## src/rtl/uart_pkg.sv

```systemverilog
// Shared types and helpers for the UART receive path.
package uart_pkg;

    typedef enum logic [1:0] {
        PAR_NONE = 2'd0,
        PAR_ODD  = 2'd1,
        PAR_EVEN = 2'd2
    } parity_t;

    typedef enum logic [2:0] {
        IDLE  = 3'd0,
        START = 3'd1,
        DATA  = 3'd2,
        PAR   = 3'd3,
        STOP  = 3'd4
    } uart_rx_state_t;

    // FIFO entry carries {framing_err, parity_err, data}.
    function automatic int unsigned entry_width(input int unsigned data_bits);
        return data_bits + 2;
    endfunction

endpackage

```

## src/rtl/sync_fifo.sv

```systemverilog
// Single-clock FIFO with extra pointer bit for full/empty; head is zero when empty.
module sync_fifo #(
    parameter int unsigned WIDTH = 10,
    parameter int unsigned DEPTH = 4
) (
    input  logic             clk,
    input  logic             reset,
    input  logic             push,
    input  logic [WIDTH-1:0] wdata,
    input  logic             pop,
    output logic [WIDTH-1:0] rdata,
    output logic             full,
    output logic             empty
);

    localparam int unsigned AW = $clog2(DEPTH);

    logic [AW:0]      wr_ptr;
    logic [AW:0]      rd_ptr;
    logic [WIDTH-1:0] mem [DEPTH];
    logic             do_push;
    logic             do_pop;

    assign empty   = (wr_ptr == rd_ptr);
    assign full    = (wr_ptr[AW] != rd_ptr[AW]) && (wr_ptr[AW-1:0] == rd_ptr[AW-1:0]);
    assign do_pop  = pop && !empty;
    assign do_push = push && (!full || do_pop);
    assign rdata   = empty ? '0 : mem[rd_ptr[AW-1:0]];

    // Pointer update; wrap is implicit in the AW+1 bit counters.
    always_ff @(posedge clk or posedge reset) begin
        if (reset) begin
            wr_ptr <= '0;
            rd_ptr <= '0;
        end else begin
            if (do_push) wr_ptr <= wr_ptr + (AW+1)'(1);
            if (do_pop)  rd_ptr <= rd_ptr + (AW+1)'(1);
        end
    end

    // Storage write; contents need no reset since empty masks the head.
    always_ff @(posedge clk) begin
        if (do_push) mem[wr_ptr[AW-1:0]] <= wdata;
    end

endmodule

```

## src/rtl/uart_rx_fifo.sv

```systemverilog
// UART receiver: synchronizer, framing FSM and receive FIFO with sticky overrun.
module uart_rx_fifo
    import uart_pkg::*;
#(
    parameter int unsigned CLK_FREQ_HZ = 100_000_000,
    parameter int unsigned BAUD        = 115200,
    parameter int unsigned DATA_BITS   = 8,
    parameter parity_t     PARITY      = PAR_NONE,
    parameter int unsigned STOP_BITS   = 1,
    parameter int unsigned FIFO_DEPTH  = 4
) (
    input  logic                 clk,
    input  logic                 reset,
    input  logic                 io_rx,
    input  logic                 io_data_ready,
    input  logic                 io_clear_overrun,
    output logic                 io_data_valid,
    output logic [DATA_BITS-1:0] io_data_packet,
    output logic                 io_parity_error,
    output logic                 io_framing_error,
    output logic                 io_overrun
);

    localparam int unsigned BIT_CYCLES  = CLK_FREQ_HZ / BAUD;
    localparam int unsigned HALF_CYCLES = BIT_CYCLES / 2;
    localparam int unsigned CNT_W       = $clog2(BIT_CYCLES);
    localparam int unsigned IDX_W       = 4;
    localparam int unsigned EW          = entry_width(DATA_BITS);

    logic                 rx_meta;
    logic                 rx_s;
    uart_rx_state_t       state,    state_nxt;
    logic [CNT_W-1:0]     cnt,      cnt_nxt;
    logic [IDX_W-1:0]     idx,      idx_nxt;
    logic [DATA_BITS-1:0] shreg,    shreg_nxt;
    logic                 par_err,  par_err_nxt;
    logic                 frm_err,  frm_err_nxt;
    logic                 frame_push;
    logic [EW-1:0]        entry;
    logic [EW-1:0]        head;
    logic                 fifo_full;
    logic                 fifo_empty;
    logic                 pop;

    // Two-flop synchronizer; idles high like the line.
    always_ff @(posedge clk or posedge reset) begin
        if (reset) begin
            rx_meta <= 1'b1;
            rx_s    <= 1'b1;
        end else begin
            rx_meta <= io_rx;
            rx_s    <= rx_meta;
        end
    end

    // Receiver state registers.
    always_ff @(posedge clk or posedge reset) begin
        if (reset) begin
            state   <= IDLE;
            cnt     <= '0;
            idx     <= '0;
            shreg   <= '0;
            par_err <= 1'b0;
            frm_err <= 1'b0;
        end else begin
            state   <= state_nxt;
            cnt     <= cnt_nxt;
            idx     <= idx_nxt;
            shreg   <= shreg_nxt;
            par_err <= par_err_nxt;
            frm_err <= frm_err_nxt;
        end
    end

    // Next-state logic; samples mid-bit and pushes at the last stop sample.
    always_comb begin
        state_nxt   = state;
        cnt_nxt     = cnt;
        idx_nxt     = idx;
        shreg_nxt   = shreg;
        par_err_nxt = par_err;
        frm_err_nxt = frm_err;
        frame_push  = 1'b0;
        entry       = '0;
        case (state)
            IDLE: begin
                if (!rx_s) begin
                    state_nxt   = START;
                    cnt_nxt     = '0;
                    idx_nxt     = '0;
                    par_err_nxt = 1'b0;
                    frm_err_nxt = 1'b0;
                end
            end
            START: begin
                if (cnt == CNT_W'(HALF_CYCLES - 1)) begin
                    cnt_nxt   = '0;
                    state_nxt = rx_s ? IDLE : DATA;
                end else begin
                    cnt_nxt = cnt + CNT_W'(1);
                end
            end
            DATA: begin
                if (cnt == CNT_W'(BIT_CYCLES - 1)) begin
                    cnt_nxt   = '0;
                    shreg_nxt = {rx_s, shreg[DATA_BITS-1:1]};
                    if (idx == IDX_W'(DATA_BITS - 1)) begin
                        idx_nxt   = '0;
                        state_nxt = (PARITY != PAR_NONE) ? PAR : STOP;
                    end else begin
                        idx_nxt = idx + IDX_W'(1);
                    end
                end else begin
                    cnt_nxt = cnt + CNT_W'(1);
                end
            end
            PAR: begin
                if (cnt == CNT_W'(BIT_CYCLES - 1)) begin
                    cnt_nxt     = '0;
                    par_err_nxt = ((^shreg) ^ rx_s) != (PARITY == PAR_ODD);
                    state_nxt   = STOP;
                end else begin
                    cnt_nxt = cnt + CNT_W'(1);
                end
            end
            STOP: begin
                if (cnt == CNT_W'(BIT_CYCLES - 1)) begin
                    cnt_nxt     = '0;
                    frm_err_nxt = frm_err | ~rx_s;
                    if (idx == IDX_W'(STOP_BITS - 1)) begin
                        idx_nxt    = '0;
                        frame_push = 1'b1;
                        entry      = {frm_err_nxt, par_err, shreg};
                        state_nxt  = IDLE;
                    end else begin
                        idx_nxt = idx + IDX_W'(1);
                    end
                end else begin
                    cnt_nxt = cnt + CNT_W'(1);
                end
            end
            default: state_nxt = IDLE;
        endcase
    end

    assign pop = io_data_valid && io_data_ready;

    sync_fifo #(
        .WIDTH (EW),
        .DEPTH (FIFO_DEPTH)
    ) u_fifo (
        .clk   (clk),
        .reset (reset),
        .push  (frame_push),
        .wdata (entry),
        .pop   (pop),
        .rdata (head),
        .full  (fifo_full),
        .empty (fifo_empty)
    );

    assign io_data_valid    = !fifo_empty;
    assign io_data_packet   = head[DATA_BITS-1:0];
    assign io_parity_error  = head[DATA_BITS];
    assign io_framing_error = head[DATA_BITS+1];

    // Sticky overrun: a dropped frame sets it and wins over a clear.
    always_ff @(posedge clk or posedge reset) begin
        if (reset) begin
            io_overrun <= 1'b0;
        end else if (frame_push && fifo_full && !pop) begin
            io_overrun <= 1'b1;
        end else if (io_clear_overrun) begin
            io_overrun <= 1'b0;
        end
    end

endmodule

```

## config.mk

```make
export PLATFORM = sky130hd
export DESIGN_NAME = uart_rx_fifo
export DESIGN_NICKNAME = d
export VERILOG_FILES = /design/src/rtl/uart_pkg.sv /design/src/rtl/sync_fifo.sv /design/src/rtl/uart_rx_fifo.sv
export SDC_FILE = /design/constraint.sdc
export NUM_CORES = 1
export LEC_CHECK = 0
export CAP_MARGIN = 20
export CORE_MARGIN = 2
export CORE_UTILIZATION = 60
export CTS_CLUSTER_DIAMETER = 150
export DETAILED_ROUTE_END_ITERATION = 10
export DONT_BUFFER_PORTS = 1
export PLACE_DENSITY = 0.81
export SYNTH_ARGS = -nofsm -noshare
export SYNTH_HDL_FRONTEND = slang
export SYNTH_SLANG_ARGS = --single-unit
export TNS_END_PERCENT = 1
```

## constraint.sdc

```tcl
create_clock -name clk -period 5.15 [get_ports clk]
set_input_delay 1.03 -clock clk [delete_from_list [all_inputs] [get_ports clk]]
set_output_delay 1.03 -clock clk [all_outputs]
set_load 0.02 [all_outputs]
```

==> flow_metrics.py <==
metrics = {
    "clocking": {
        "h-tree-depth": 3,
        "clockRootBuffer": "clkbuf_8",
        "post_cts_buffers": 0,
        "post_cts_resized": 0,
        "holdBufCountCts": 0,
        "cts.path.max_buffers": 2,
        "cts.sinks": 76,
        "path_clk_slew_ns": 0.08,
        "cts_tree": "yes",
        "cts_buffers": 9,
        "clock_latency_ns": 0.35,
    },
    "grt": {
        "grt_use_total_pct": 19.9,
        "antenna_found_initial": 0,
        "grt_pass1_vias": 2083,
        "grt_overflow": 0,
        "grt_pass1_wl_um": 9800,
        "grt_max_degree": 37,
    },
    "min_path": {
        "min_path_type": "flip-flop to flip-flop",
        "hp-start": "rx_meta$_DFF_PP1_",
    },
    "timing": {
        "final.min_clock_period_ns": 3.24,
        "slew_headroom_pct": 52.8,
        "slew_viol_final": 0,
        "finalSetupViolations": 0,
        "rsz0062_at_grt": "false",
        "fin_skew_ns": 0.0110,
        "max_clock_freq_mhz": 309,
        "tightestPinTransition_ns": 0.708,
        "hold_slack_ns": 0.358,
        "tns_ns": 0,
        "hold_violations": 0,
        "period_share_pct": 62.8,
    },
    "pwr": {
        "ir_drop_mv": 0.245,
        "p_leak_nw": 1.71,
        "powerDensity_mw_per_mm2": 339,
    },
    "status": {
        "status": "finished clean",
    },
    "critical_path": {
        "crit_path_end_kind": "output port",
        "required_ns": 4.12,
        "reg2reg_from": "idx[0]$_DFFE_PP0P_",
        "critPathArrivalTime_ns": 2.21,
        "critPathMaxStageDelay_ns": 0.80,
        "cp_slowest_cell": "dfrtp_1",
        "critPathKind": "flip-flop to output port",
        "crit_path_start_kind": "flip-flop",
        "crit_path_max_fanout": 13,
        "crit_start": "u_fifo.rd_ptr[0]$_DFFE_PP0P_",
        "crit_path_cell_trace": "xor2_1, nor2_1, nand2_1, and2_1",
    },
    "drt": {
        "wl_um": 5990,
        "wl_per_cell_um": 16.7,
        "routed-via-count": 2135,
        "firstDrtPassIters": 4,
        "ant_nets": 0,
        "viasPerCell": 5.96,
        "post-route-drc-count": 0,
        "drt_iter0_markers": 81,
    },
    "final_layout": {
        "nets": 292,
        "drive_above_1_share_pct": 17.7,
        "diodes": 0,
        "nFillCells": 412,
        "syn2layout_area_growth_pct": 8.05,
        "fin_util_pct": 67.1,
    },
    "floorplan": {
        "placementRows": 28,
        "initial_core_util_pct": 62.1,
        "die-area_mm2": 0.00681,
        "coreArea_mm2": 0.00596,
        "die_y_um": 82.5,
        "fp.dieW_um": 82.5,
        "io_pins": 17,
    },
    "synthesis": {
        "synth-edff-count": 40,
        "synthCells": 276,
        "synthArstFlopShare_pct": 47.4,
        "synth_seq_area_share_pct": 56.9,
        "syn_nets": 290,
        "yosys_warnings": 0,
        "synth_ff_type": "edfxtp_1",
        "ys_types": 57,
        "postSynthAreaPerCell_um2": 13.4,
        "netlist_area_mm2": 0.00370,
        "ys_ff_latch": 76,
    },
    "placed_design": {
        "gp_congestion": 0.850,
        "port_buffers": 0,
        "dp_hpwl_um": 4130,
    },
    "job": {
        "cap_viol_max_count": 0,
    },
}
[registers in the layout, summed over array words and instances (netlist names)]
signal         flops
rx_s               1
shreg              8
io_overrun         1
rx_meta            1
u_fifo.mem        40
state              3
u_fifo.wr_ptr      3
par_err            1
frm_err            1
idx                4
cnt               10
u_fifo.rd_ptr      3
[per-layer routing]
layer / up-vias / share of wire [%] / global-route usage, %
met3: 14 / 4.3 / 5.11
met4: 0 / 2.1 / 8.20
met1: 1050 / 44 / 23.6
li1: 1022 / - / -
met2: 49 / 50 / 34.4
met5: - / 0 / 0
[critical path, delay by kind of cell (launching register included)]
family,cells,cell delay (ns)
xor+xnor,1,0.30
flops,1,0.80
simple gates,3,0.75
[cells by family (layout without fill, tap and decap cells)]
kind of cell | count (synthesis) | after routing | synth area share, %
AO/OA/AOI/OAI | 40 | 40 | 7.17
AND/OR/NAND/NOR | 92 | 92 | 15.5
adder cells (fa/ha/maj) | 9 | 9 | 3.04
XOR/XNOR | 17 | 17 | 4.23
buffers and inverters | 19 | 26 | 2.50
flip-flops | 76 | 76 | 56.9
multiplexers | 23 | 23 | 10.7
[where the power goes]
part,total [W],internal [W],switching (W)
Combinational,0.000105,0.0000586,0.0000466
Sequential,0.000699,0.000649,0.0000503
Clock,0.000552,0.000334,0.000218
[cell type report]
| class | count | area (µm²) | share of cell area [%] |
|---|---|---|---|
| Timing Repair Buffer | 1 | 7.51 | 0.188 |
| Clock buffer | 12 | 178 | 4.44 |
| Tap cell | 75 | 93.8 | 2.35 |
| Multi-Input combinational cell | 181 | 1500 | 37.6 |
| Inverter | 9 | 33.8 | 0.845 |
| Sequential cell | 76 | 2100 | 52.6 |
| Clock inverter | 4 | 77.6 | 1.94 |
[placed cells by master, fill, tap and decap left out, drive strengths merged, types with 3 or more instances in the layout]
master | synthesis | final
mux2 | 11 | 11
nor3b | 4 | 4
nand3 | 8 | 8
and3 | 4 | 4
clkbuf | 2 | 12
dfrtp | 34 | 34
nor2b | 3 | 3
o21ai | 16 | 16
xnor2 | 12 | 12
and2 | 23 | 23
a21o | 4 | 4
mux4 | 10 | 10
a21oi | 5 | 5
nor2 | 11 | 11
nand2 | 17 | 17
edfxtp | 40 | 40
nor4 | 3 | 3
xor2 | 5 | 5
nor3 | 8 | 8
ha | 9 | 9
inv | 9 | 9
[synth_stat cells, drive strengths merged, types with 5 or more instances]
library cell,instances,area share (%)
edfxtp,40,32
nor3,8,1.4
and2,23,4.0
xnor2,12,2.8
nor2,11,1.1
nand2,17,1.7
a21oi,5,0.68
xor2,5,1.4
inv,9,0.91
nand3,8,1.2
mux4,10,6.1
ha,9,3.0
o21ai,16,2.2
buf,8,1.4
mux2,11,4.1
dfrtp,34,23
[per-stage QoR]
step	area, µm²	power (W)	cells	worst slack, ns
3_3_place_gp	3740	0.000813	342	2.33
2_1_floorplan	3700	0.000800	276	2.68
5_1_grt	4000	0.00141	358	1.69
6_report	4000	0.00136	358	1.91
4_1_cts	4000	0.00137	358	1.82
3_5_place_dp	3740	0.000822	342	2.22
[path summary, 6_finish.rpt]
| path | slack [ns] | cells past startpoint | endpoint |
|---|---|---|---|
| min in group asynchronous | 0.66 | 2 | shreg[2]$_DFFE_PP0P_ |
| max | 1.91 | 4 | io_data_packet[1] |
| min | 0.36 | 0 | rx_s$_DFF_PP1_ |
| max reg2reg | 2.69 | 6 | u_fifo.mem[0][4]$_DFFE_PP_ |
| max in group asynchronous | 4.13 | 2 | rx_s$_DFF_PP1_ |
| min reg2reg | 0.36 | 0 | rx_s$_DFF_PP1_ |
No activity file was read; power rests on OpenSTA's default activity.
